File: src/rtl/branch_target_buffer.sv
// ============================================================================
// Module   : branch_target_buffer
// Brief    : Direct-mapped BTB with 2-bit direction counters and mispredict stat
// Revision : 1.0 - initial release
// ============================================================================
`default_nettype none

module branch_target_buffer #(
    parameter int ADDR_W  = 32,
    parameter int ENTRIES = 16,
    parameter int STAT_W  = 16
) (
    input  logic              clk,
    input  logic              rst,
    input  logic [ADDR_W-1:0] lookup_pc,
    output logic              pred_hit,
    output logic              pred_taken,
    output logic [ADDR_W-1:0] pred_target,
    input  logic              upd_valid,
    input  logic [ADDR_W-1:0] upd_pc,
    input  logic              upd_taken,
    input  logic              upd_is_jump,
    input  logic [ADDR_W-1:0] upd_target,
    input  logic              upd_mispredict,
    input  logic              inv_all,
    output logic [STAT_W-1:0] stat_mispredicts
);

    localparam int         IDX_W       = $clog2(ENTRIES);
    localparam int         c_tag_w     = ADDR_W - IDX_W - 2;
    localparam logic [1:0] c_ctr_rst   = 2'b01;
    localparam logic [1:0] c_ctr_weak  = 2'b10;
    localparam logic [1:0] c_ctr_max   = 2'b11;
    localparam logic [1:0] c_ctr_min   = 2'b00;

    logic               r_valid  [ENTRIES];
    logic [c_tag_w-1:0] r_tag    [ENTRIES];
    logic [ADDR_W-1:0]  r_target [ENTRIES];
    logic [1:0]         r_ctr    [ENTRIES];
    logic [STAT_W-1:0]  r_stat;

    logic [IDX_W-1:0]   w_lk_idx;
    logic [c_tag_w-1:0] w_lk_tag;
    logic               w_lk_hit;
    logic [IDX_W-1:0]   w_upd_idx;
    logic [c_tag_w-1:0] w_upd_tag;
    logic               w_upd_hit;
    logic               w_upd_en;
    logic [1:0]         w_upd_ctr;
    logic [1:0]         w_ctr_next;
    logic               w_ctr_we;
    logic               w_target_we;
    logic               w_alloc;
    logic               w_unused;

    // Byte-offset bits never participate in indexing or tagging.
    assign w_unused = ^{lookup_pc[1:0], upd_pc[1:0]};

    assign w_lk_idx  = lookup_pc[IDX_W+1:2];
    assign w_lk_tag  = lookup_pc[ADDR_W-1:IDX_W+2];
    assign w_upd_idx = upd_pc[IDX_W+1:2];
    assign w_upd_tag = upd_pc[ADDR_W-1:IDX_W+2];

    // Lookup sees registered state only, so a same-cycle update is not bypassed.
    assign w_lk_hit    = r_valid[w_lk_idx] && (r_tag[w_lk_idx] == w_lk_tag);
    assign pred_hit    = w_lk_hit;
    assign pred_taken  = w_lk_hit && r_ctr[w_lk_idx][1];
    assign pred_target = w_lk_hit ? r_target[w_lk_idx] : '0;

    assign w_upd_en  = upd_valid && !inv_all;
    assign w_upd_hit = r_valid[w_upd_idx] && (r_tag[w_upd_idx] == w_upd_tag);
    assign w_upd_ctr = r_ctr[w_upd_idx];

    always_comb begin
        w_ctr_next  = w_upd_ctr;
        w_ctr_we    = 1'b0;
        w_target_we = 1'b0;
        w_alloc     = 1'b0;
        if (w_upd_en) begin
            if (w_upd_hit) begin
                w_ctr_we = 1'b1;
                if (upd_is_jump) begin
                    w_ctr_next  = c_ctr_max;
                    w_target_we = 1'b1;
                end else if (upd_taken) begin
                    w_ctr_next  = (w_upd_ctr == c_ctr_max) ? c_ctr_max : w_upd_ctr + 2'd1;
                    w_target_we = 1'b1;
                end else begin
                    w_ctr_next  = (w_upd_ctr == c_ctr_min) ? c_ctr_min : w_upd_ctr - 2'd1;
                end
            end else if (upd_taken) begin
                // Taken miss evicts whatever alias lives at this index.
                w_alloc     = 1'b1;
                w_ctr_we    = 1'b1;
                w_target_we = 1'b1;
                w_ctr_next  = upd_is_jump ? c_ctr_max : c_ctr_weak;
            end
        end
    end

    generate
        for (genvar i = 0; i < ENTRIES; i++) begin : g_entry
            logic w_sel;
            assign w_sel = (w_upd_idx == IDX_W'(i));

            always_ff @(posedge clk) begin
                if (rst) begin
                    r_valid[i] <= 1'b0;
                    r_ctr[i]   <= c_ctr_rst;
                end else if (inv_all) begin
                    r_valid[i] <= 1'b0;
                end else if (w_sel) begin
                    if (w_alloc) begin
                        r_valid[i] <= 1'b1;
                        r_tag[i]   <= w_upd_tag;
                    end
                    if (w_ctr_we) begin
                        r_ctr[i] <= w_ctr_next;
                    end
                    if (w_target_we) begin
                        r_target[i] <= upd_target;
                    end
                end
            end
        end
    endgenerate

    // Counting is independent of inv_all so dropped updates still register.
    always_ff @(posedge clk) begin
        if (rst) begin
            r_stat <= '0;
        end else if (upd_valid && upd_mispredict && (r_stat != '1)) begin
            r_stat <= r_stat + STAT_W'(1);
        end
    end

    assign stat_mispredicts = r_stat;

endmodule

`default_nettype wire

File: config.mk
export PLATFORM = sky130hd
export DESIGN_NAME = branch_target_buffer
export DESIGN_NICKNAME = d
export VERILOG_FILES = /design/src/rtl/branch_target_buffer.sv
export SDC_FILE = /design/constraint.sdc
export NUM_CORES = 1
export LEC_CHECK = 0
export ABC_AREA = 0
export CAP_MARGIN = 0
export CORE_MARGIN = 1.5
export CORE_UTILIZATION = 65
export CTS_CLUSTER_SIZE = 14
export DETAILED_ROUTE_END_ITERATION = 12
export PLACE_DENSITY = 0.84
export SLEW_MARGIN = 20
export SYNTH_ARGS = -nofsm -noshare
export SYNTH_HDL_FRONTEND = slang
export SYNTH_SLANG_ARGS = --single-unit
File: constraint.sdc
create_clock -name clk -period 13.5 [get_ports clk]
set_input_delay 2.7 -clock clk [delete_from_list [all_inputs] [get_ports clk]]
set_output_delay 2.7 -clock clk [all_outputs]
set_load 0.03 [all_outputs]
==> impl_metrics.env, run 1 <==
export IMPL_outcome="finished, final reports clean"
export IMPL_post_place_ws_ns=3.28
export IMPL_hold_viol_final=0
export IMPL_via_per_inst=7.61
export IMPL_synth_nets=2196
export IMPL_fin_nets=2357
export IMPL_synthFlopType="edfxtp_1"
export IMPL_most_common_layout_cells="edfxtp_1 (976), mux4_2 (395), clkdlybuf4s50_1 (140), clkbuf_16 (98), mux2i_1 (71)"
export IMPL_min_from="stat_mispredicts[14]"
export IMPL_synthArstFlopShare_pct=0
export IMPL_firstDrtPassIters=9
export IMPL_reg2reg_to="r_tag[9][16]"
export IMPL_holdPathStages=2
export IMPL_dieHeight_um=261
export IMPL_insertion_delay_ns=0.69
export IMPL_ctsResizeCount=0
export IMPL_internal_power_mw=5.15
export IMPL_yosys_cell_types_count=76
export IMPL_worstPathMaxFanout=82
export IMPL_portBuffers=148
export IMPL_synth_area_um2=43200
export IMPL_post_route_period_util_pct=76.0
export IMPL_reg2reg_slack_ns=8.62
export IMPL_path_clk_slew_ns=0.06
export IMPL_period_needed_ns=10.26
export IMPL_power_density_nw_per_um2=135
export IMPL_place_gp_congestion=0.920
export IMPL_pwr_share_comb_pct=6.8
export IMPL_cp_data_required_time_ns=10.80
export IMPL_critPathArrivalTime_ns=7.56
export IMPL_worst_pin_slew_ns=1.15
export IMPL_pwr_share_seq_pct=51.7
export IMPL_dieArea_um2=68100
export IMPL_power_switching_mw=1.44
export IMPL_final_util_pct=74.4
export IMPL_total_leakage_power_nw=15.4
export IMPL_start_util_pct=65.8
export IMPL_antenna_found_initial=5
export IMPL_r2r_cells=10
export IMPL_p_sw_share_pct=21.8
export IMPL_setup_viol=0
export IMPL_avgRoutedWirePerCell_um=36.0
export IMPL_max_stage_delay_ns=0.81
export IMPL_grt_pass1_vias=24706
export IMPL_grt_first_pass_wirelength_um=167000
export IMPL_cp_slowest_cell="buf_4"
export IMPL_track_usage_pct=34.7
export IMPL_tns_ns=0
export IMPL_slew_viol_final=0
export IMPL_die_w_um=261
export IMPL_path_cells="buf_8 > buf_4 > mux4_2 > mux4_2 > xnor2_1 > nand4_1 > nor4_2 > buf_4 > and3_1 > clkdlybuf4s50_1"
export IMPL_grt_max_degree=88
export IMPL_layout_setup_ws_ns=3.24
export IMPL_synth_warning_count=0
export IMPL_htreeDepth=3
export IMPL_cts_hold_buf=0
export IMPL_grt_overflow_total=0
export IMPL_ys_seq_area_share_pct=68.5
export IMPL_start_kind="input pin"
export IMPL_path_delay_family="buffers and inverters"
export IMPL_area_growth_syn_to_layout_pct=13.1
export IMPL_ir_worst_vdd_mv=0.122
export IMPL_postCtsSetupBuffers=0
export IMPL_p_clk_share_pct=41.5
export IMPL_numCtsBuffers=96
export IMPL_drc_errors=0
export IMPL_drive_gt1_share_pct=28.3
export IMPL_cts_max_path_buffers=3
export IMPL_ys_ff_latch=992
export IMPL_fmax_mhz=97.5
export IMPL_slew_headroom_pct=22.3
export IMPL_hp_class="reg2reg"
export IMPL_core_um2=65700
export IMPL_timing_rr_start="r_valid[11]"
export IMPL_root_buffer="clkbuf_16"
export IMPL_cts_tree="built"
export IMPL_ant_nets=0
export IMPL_path_buf_inv=4
export IMPL_grt_setup_unrepaired="false"
export IMPL_wl_um=115000
export IMPL_cp_end_kind="output port"
export IMPL_row_count=94
export IMPL_vias=24325
export IMPL_skew_ns=0.0427
export IMPL_clock_sinks=992
export IMPL_crit_type="in2out"
export IMPL_min_to="stat_mispredicts[14]"
export IMPL_syn_inst=2092
export IMPL_drv_cap=0
export IMPL_syn_avg_cell_area_um2=20.7
export IMPL_synth_edf_count=976
export IMPL_num_io_pins=153
export IMPL_drt_iter0_drc=4062
export IMPL_mostFrequentLayoutCell="edfxtp_1"
export IMPL_crit_start="lookup_pc[2]"
export IMPL_hpwlAfterDp_um=60500
[per-stage QoR]
| stage | hold WS (ns) | total power [mW] | cells | area [µm²] |
|---|---|---|---|---|
| global placement | 0.494 | 3.89 | 3018 | 45700 |
| global route | 0.590 | 6.73 | 3192 | 48900 |
| detailed placement | 0.508 | 3.90 | 3018 | 45700 |
| floorplan | 0.622 | 3.75 | 2092 | 43200 |
| finish | 0.514 | 6.59 | 3196 | 48900 |
| CTS | 0.515 | 6.59 | 3190 | 48900 |
[worst max path at each step]
stage	to	slack [ns]	depth (start not counted)
after floorplan	r_target[12][0]	4.89	11
after global placement	pred_target[22]	3.41	10
after detailed placement	pred_target[30]	3.28	10
after CTS	pred_target[26]	3.17	10
after global routing	pred_target[26]	2.97	10
final	pred_target[26]	3.24	10
[registers in the layout (all words and copies together), names as in the netlist]
register	cells
r_ctr	32
stat_mispredicts	16
r_target	512
r_valid	16
r_tag	416
[tightest hold or removal path, stage by stage (launching register included)]
cell     delay (ns)
dfxtp_1        0.33
o21ai_0        0.08
a21oi_1        0.06
[cell usage after synthesis, types with 3 or more instances]
cell         n  area (µm²)
nor2_1      56         210
a221oi_1     3        26.3
inv_1       13        48.8
nand2b_1    11        68.8
o221ai_1     4        35.0
and4_1       4        35.0
and2_1       8        50.1
buf_6       12         135
buf_1       16        60.1
clkbuf_1    61         229
nor4_1      14        87.6
a22oi_1     18         135
a2111oi_0    6        52.6
nor3_2       5        50.1
nand4_1     30         188
dfxtp_1     16         320
edfxtp_1   976       29300
a21oi_1     14        70.1
or3_1       10        62.6
o32ai_1      4        35.0
mux4_2     395        8900
a31oi_1      4        25.0
nor2b_1     13        81.3
nand3_1     17        85.1
o21ai_0     24         120
o22ai_1      5        31.3
buf_4       11        82.6
o21bai_1    12        90.1
buf_2       35         175
nand2_1     39         146
mux2_2      13         146
mux2i_1     71         711
xnor2_1     49         429
nor3_1      16        80.1
xor2_1      16         140
and3_1      38         238
o2111ai_1    3        26.3
[final cells by class]
type / instances / area [µm²]
timing repair buffer: 199 / 1890
antenna: 5 / 12.5
clock buffer: 112 / 2500
tap: 864 / 1080
multi-input combinational: 950 / 13100
clock inverter: 60 / 641
fill: 3360 / 16900
sequential: 992 / 29600
inverter: 14 / 52.6
[logic make-up (layout without fill, tap and decap cells)]
group                    after synthesis  after routing  share of synthesized area, %
adder cells (fa/ha/maj)                1              1                        0.0289
multiplexers                         479            479                          22.6
XOR/XNOR                              65             65                          1.32
other                                  0              5                             0
buffers and inverters                150            385                          1.73
flip-flops                           992            992                          68.5
AO/OA/AOI/OAI                        129            129                          2.28
AND/OR/NAND/NOR                      276            276                          3.55
[metal layers]
metal	vias up	wire length, µm	track usage, %
met5	-	32	0
met3	410	13000	7.79
li1	9294	-	-
met1	12601	38700	45.6
met2	2014	57800	56.6
met4	6	5390	15.2
[power groups by stage]
stage	sequential, mW	combinational [mW]	clock [mW]
4_1_cts	3.41	0.440	2.75
6_report	3.41	0.446	2.74
2_1_floorplan	3.47	0.279	0
5_1_grt	3.41	0.465	2.86
3_3_place_gp	3.47	0.419	0
3_5_place_dp	3.47	0.432	0
No activity file was read; power rests on OpenSTA's default activity.
==> run 2: changes to the inputs <==
Settings changed: CORE_UTILIZATION 65 to 61, PLACE_DENSITY 0.84 to 0.8.
Clock period 13.5 ns to 10.27 ns, I/O delays scaled along.
==> run 2 against run 1 <==
  * Non-clock buffer count grew 16
  * Total power up 29%
  * Clock power is 24% higher
  * Worst setup slack worse by 1.8 ns
  * Global-route usage is 3.1 points lower
  * Final area hardly changed
  * Sequential share of layout area about the same
  * Sequential cell count did not move
  * Routed wire length is 1.6% lower
  * Via count decreased by 1.8%
  * Clock-buffer cell count grew 3
  * Combinational power rose by 32%
  * Largest power group unchanged
==> impl_metrics.env, run 2 (synthesis gave the netlist of run 1 again) <==
export IMPL_fin_nets=2373
export IMPL_grt_pass1_vias=24749
export IMPL_post_route_period_util_pct=85.6
export IMPL_period_needed_ns=8.79
export IMPL_track_usage_pct=31.6
export IMPL_p_clk_share_pct=40.2
export IMPL_vias=23889
export IMPL_row_count=97
export IMPL_drc_errors=0
export IMPL_final_seq_area_um2=29600
export IMPL_outcome="finished, final reports clean"
export IMPL_cts_tree="built"
export IMPL_hp_class="reg2reg"
export IMPL_htreeDepth=3
export IMPL_grt_setup_unrepaired="false"
export IMPL_power_switching_mw=1.86
export IMPL_tns_ns=0
export IMPL_power_density_nw_per_um2=173
export IMPL_area_growth_syn_to_layout_pct=13.2
export IMPL_skew_ns=0.0179
export IMPL_dieArea_um2=72500
export IMPL_drive_gt1_share_pct=28.5
export IMPL_cts_hold_buf=0
export IMPL_internal_power_mw=6.61
export IMPL_fillers=4144
export IMPL_root_buffer="clkbuf_16"
export IMPL_ant_nets=0
export IMPL_critPathArrivalTime_ns=6.73
export IMPL_worstPathMaxFanout=75
export IMPL_dieHeight_um=269
export IMPL_multi_input_area_um2=13100
export IMPL_grt_first_pass_wirelength_um=166000
export IMPL_core_um2=70100
export IMPL_place_gp_congestion=0.926
export IMPL_wl_um=113000
export IMPL_post_place_ws_ns=1.55
export IMPL_cp_data_required_time_ns=8.22
export IMPL_crit_type="in2out"
export IMPL_p_sw_share_pct=22.0
export IMPL_die_w_um=269
export IMPL_most_common_layout_cells="edfxtp_1 (976), mux4_2 (395), clkdlybuf4s50_1 (140), clkbuf_16 (97), mux2i_1 (71)"
export IMPL_pwr_share_comb_pct=7.0
export IMPL_fmax_mhz=114
export IMPL_start_util_pct=61.6
export IMPL_via_per_inst=7.26
export IMPL_ctsResizeCount=0
export IMPL_slew_headroom_pct=25.6
export IMPL_postCtsSetupBuffers=0
export IMPL_portBuffers=148
export IMPL_ir_worst_vdd_mv=0.139
export IMPL_clock_sinks=992
export IMPL_grt_max_degree=86
export IMPL_largest_register_ffs=512
export IMPL_hold_slack_ns=0.515
export IMPL_cts_max_path_buffers=3
export IMPL_slew_viol_final=0
export IMPL_layout_setup_ws_ns=1.48
export IMPL_worst_pin_slew_ns=1.11
export IMPL_final_util_pct=69.7
export IMPL_setup_viol=0
export IMPL_cp_end_kind="output port"
export IMPL_drv_cap=0
export IMPL_num_io_pins=153
export IMPL_antenna_found_initial=5
export IMPL_start_kind="input pin"
export IMPL_path_clk_slew_ns=0.06
export IMPL_numCtsBuffers=96
export IMPL_insertion_delay_ns=0.66
export IMPL_firstDrtPassIters=6
export IMPL_pwr_share_seq_pct=52.8
export IMPL_hold_viol_final=0
export IMPL_hpwlAfterDp_um=62600
export IMPL_grt_overflow_total=0
export IMPL_total_leakage_power_nw=15.4
export IMPL_mostFrequentLayoutCell="edfxtp_1"
export IMPL_largest_register="r_target"
export IMPL_drt_iter0_drc=3762
export IMPL_avgRoutedWirePerCell_um=34.4
export IMPL_power_mw=8.47
export IMPL_reg_top3="r_target (512), r_tag (416), r_ctr (32)"
## run 2: through the flow
step           instances  instance area [µm²]
2_1_floorplan       2092                43200
3_3_place_gp        3111                45900
3_5_place_dp        3111                45900
4_1_cts             3285                48900
5_1_grt             3288                48900
6_report            3289                48900
## run 2: path summary, 6_finish.rpt
| kind | start | end | slack (ns) | cells after the start |
|---|---|---|---|---|
| hold / removal | stat_mispredicts[14] | stat_mispredicts[14] | 0.51 | 2 |
| setup / recovery | lookup_pc[2] | pred_target[0] | 1.48 | 10 |
| hold reg to reg | stat_mispredicts[14] | stat_mispredicts[14] | 0.51 | 2 |
| setup reg to reg | r_tag[11][16] | r_tag[8][6] | 5.22 | 10 |
## run 2: power groups by stage
stage	logic (mW)	clock network, mW	registers [mW]
final	0.590	3.41	4.48
after global routing	0.617	3.57	4.48
after CTS	0.583	3.43	4.48
after detailed placement	0.574	0	4.56
after global placement	0.559	0	4.56
after floorplan	0.367	0	4.56
## run 2: layout make-up
cell class,count,area share [%]
diodes,4,0.0205
clock buffers,115,5.10
clock inverters,59,0.997
inverters,14,0.107
multi-input cells,950,26.7
flip-flops and latches,992,60.6
well taps,940,2.40
repair buffers,215,4.06
## run 2: worst max-delay path: stages
cell,delay [ns]
buf_8,0.65
buf_4,0.43
mux4_2,0.58
mux4_2,0.50
xnor2_1,0.16
nand4_1,0.21
nor4_2,0.56
buf_4,0.48
and3_1,0.26
clkdlybuf4s50_1,0.70
## run 2: metal layers
metal  part of all wire, %  GRT usage, %
met5                 0.012             0
met4                   3.9          12.5
met3                    11          6.79
met2                    49          51.0
met1                    35          42.8
==> edit (settings of run 2) <==
The parameter `ENTRIES` goes from 16 to 32.
--- a/src/rtl/branch_target_buffer.sv
+++ b/src/rtl/branch_target_buffer.sv
@@ -8,5 +8,5 @@
 module branch_target_buffer #(
     parameter int ADDR_W  = 32,
-    parameter int ENTRIES = 16,
+    parameter int ENTRIES = 32,
     parameter int STAT_W  = 16
 ) (
Check against the original RTL: not settled (the Yosys comparison gave no result); the edit may change what the design does.
==> edit against run 2 <==
Final cell count increased by 84%; total power increased by 97%; routed wire length rose by 100%; area after synthesis increased by 92%; first-iteration DRC count grew 93%; non-clock buffer count is 112 higher; cell area rose by 91%; worst hold slack worse by 2.9 ps; combinational power increased by 80%; sequential cell count up 944; largest power group unchanged; fmax down 3.8%; sequential share of layout area rose by 1.5 points; worst setup slack worse by 350 ps.
==> edit: results (changes against run 2) <==
| Metric | Value |
|---|---|
| Crit-path max FO | 45 (-40%) |
| Post-synth EDFFs | 1920 (+97%) |
| Worst Clk Skew | 74.19 ps (+56.25 ps) |
| Syn_nets | 3981 (+81%) |
| Worst ir drop on vdd | 0.0001886 V (+36%) |
| P_leak | 29.31 nW (+91%) |
| Finished Core Util | 0.6916 (-0.005780) |
| Vias per Instance | 7.516 (+3.5%) |
| Synth cell count leaders | 1920 x edfxtp_1, 752 x mux4_2, 182 x mux2i_1, 148 x nor2_1, 139 x clkbuf_1 |
| Status | complete, no violations |
| Avg Inst Size Synth | 21.38 um2 (+3.5%) |
| Share of layout cells above drive strength 1 | 0.3162 (+0.03088) |
| Synth Area in Compound Gates | 0.02033 (-0.002473) |
| Worst Max-Slew Pin Slew | 1226 ps (+119.9 ps) |
| Routed WL | 231700 um (+100%) |
| H-tree depth | 4 (+1) |
| Post-Synth XOR/XNOR Area | 0.006023 (-0.007145) |
| Register-to-Register Path Depth | 11 (+1) |
| Global Route Usage Sum | 0.3391 (+0.02277) |
| Synth Area in Adders | 0.0001509 (-0.0001385) |
| Iter 0 DRT Violations | 7275 (+93%) |
| M1 GR Usage | 0.4650 (+0.03679) |
| Nets@finish | 4218 (+78%) |
| M2 GR Usage | 0.5144 (+0.004571) |
| Worst R2R Start | r_tag[3][3] |
| Worst slack, placed | 1266 ps (-279.9 ps) |
| Number of CTS-inserted buffers | 188 (+96%) |
| Crit path to | pred_target[31] |
| Met3 GRT Util | 0.09420 (+0.02634) |
| Largest net degree at the start of global routing | 78 (-9.3%) |
| Post-placement cell count | 5702 (+83%) |
| Met2 wire length | 109100 um (+95%) |
| Placed cell area | 0.08725 mm2 (+90%) |
| Post-synthesis mux area share | 0.2282 (+0.002656) |
edit: cell types whose count changed in the layout (fill, tap and decap cells not counted), sizes merged, moves of 33 or more:
cell and change:
nand3 +38, clkdlybuf4s50 -39, edfxtp +944, nor2 +102
mux2i +111, buf +152, clkbuf +107, mux4 +361
and3 -33, clkinv +53
edit: kinds of logic (layout without fill, tap and decap cells):
family | count (synthesis) | count (layout)
AO/OA/AOI/OAI | 235 | 235
buffers and inverters | 288 | 684
multiplexers | 943 | 943
adder cells (fa/ha/maj) | 1 | 1
other | 0 | 12
AND/OR/NAND/NOR | 417 | 417
XOR/XNOR | 57 | 57
flip-flops | 1936 | 1936
edit: where the power goes:
group / switching [mW] / internal, mW
logic: 0.612 / 0.448
registers: 0.0148 / 8.72
clock network: 3.09 / 3.82
total: 3.71 / 13.0
edit: worst max-delay path: stages:
cell and delay, ps:
buf_8 420, buf_4 450, mux4_2 560, mux4_2 470
mux2i_1 400, xor2_1 270, nand4_1 120, nor3_1 720
nand4_1 230, buf_4 390, nor2_1 200, clkdlybuf4s50_1 710
edit: layout make-up:
cell class	count	share of cell area
antenna	12	0.0003213
clock buffer	223	0.05197
clock inverter	126	0.01355
inverter	8	0.0003213
multi-input combinational	1653	0.2562
sequential	1936	0.6203
tap	1781	0.02384
timing repair buffer	327	0.03346
edit: how the worst min path moves through the flow:
stage                               end  cells past startpoint  slack [ps]
floorplan           stat_mispredicts[5]                      2         620
global placement    stat_mispredicts[5]                      2         490
detailed placement  stat_mispredicts[7]                      2         500
CTS                 stat_mispredicts[7]                      2         520
global route        stat_mispredicts[7]                      2         560
finish              stat_mispredicts[7]                      2         510
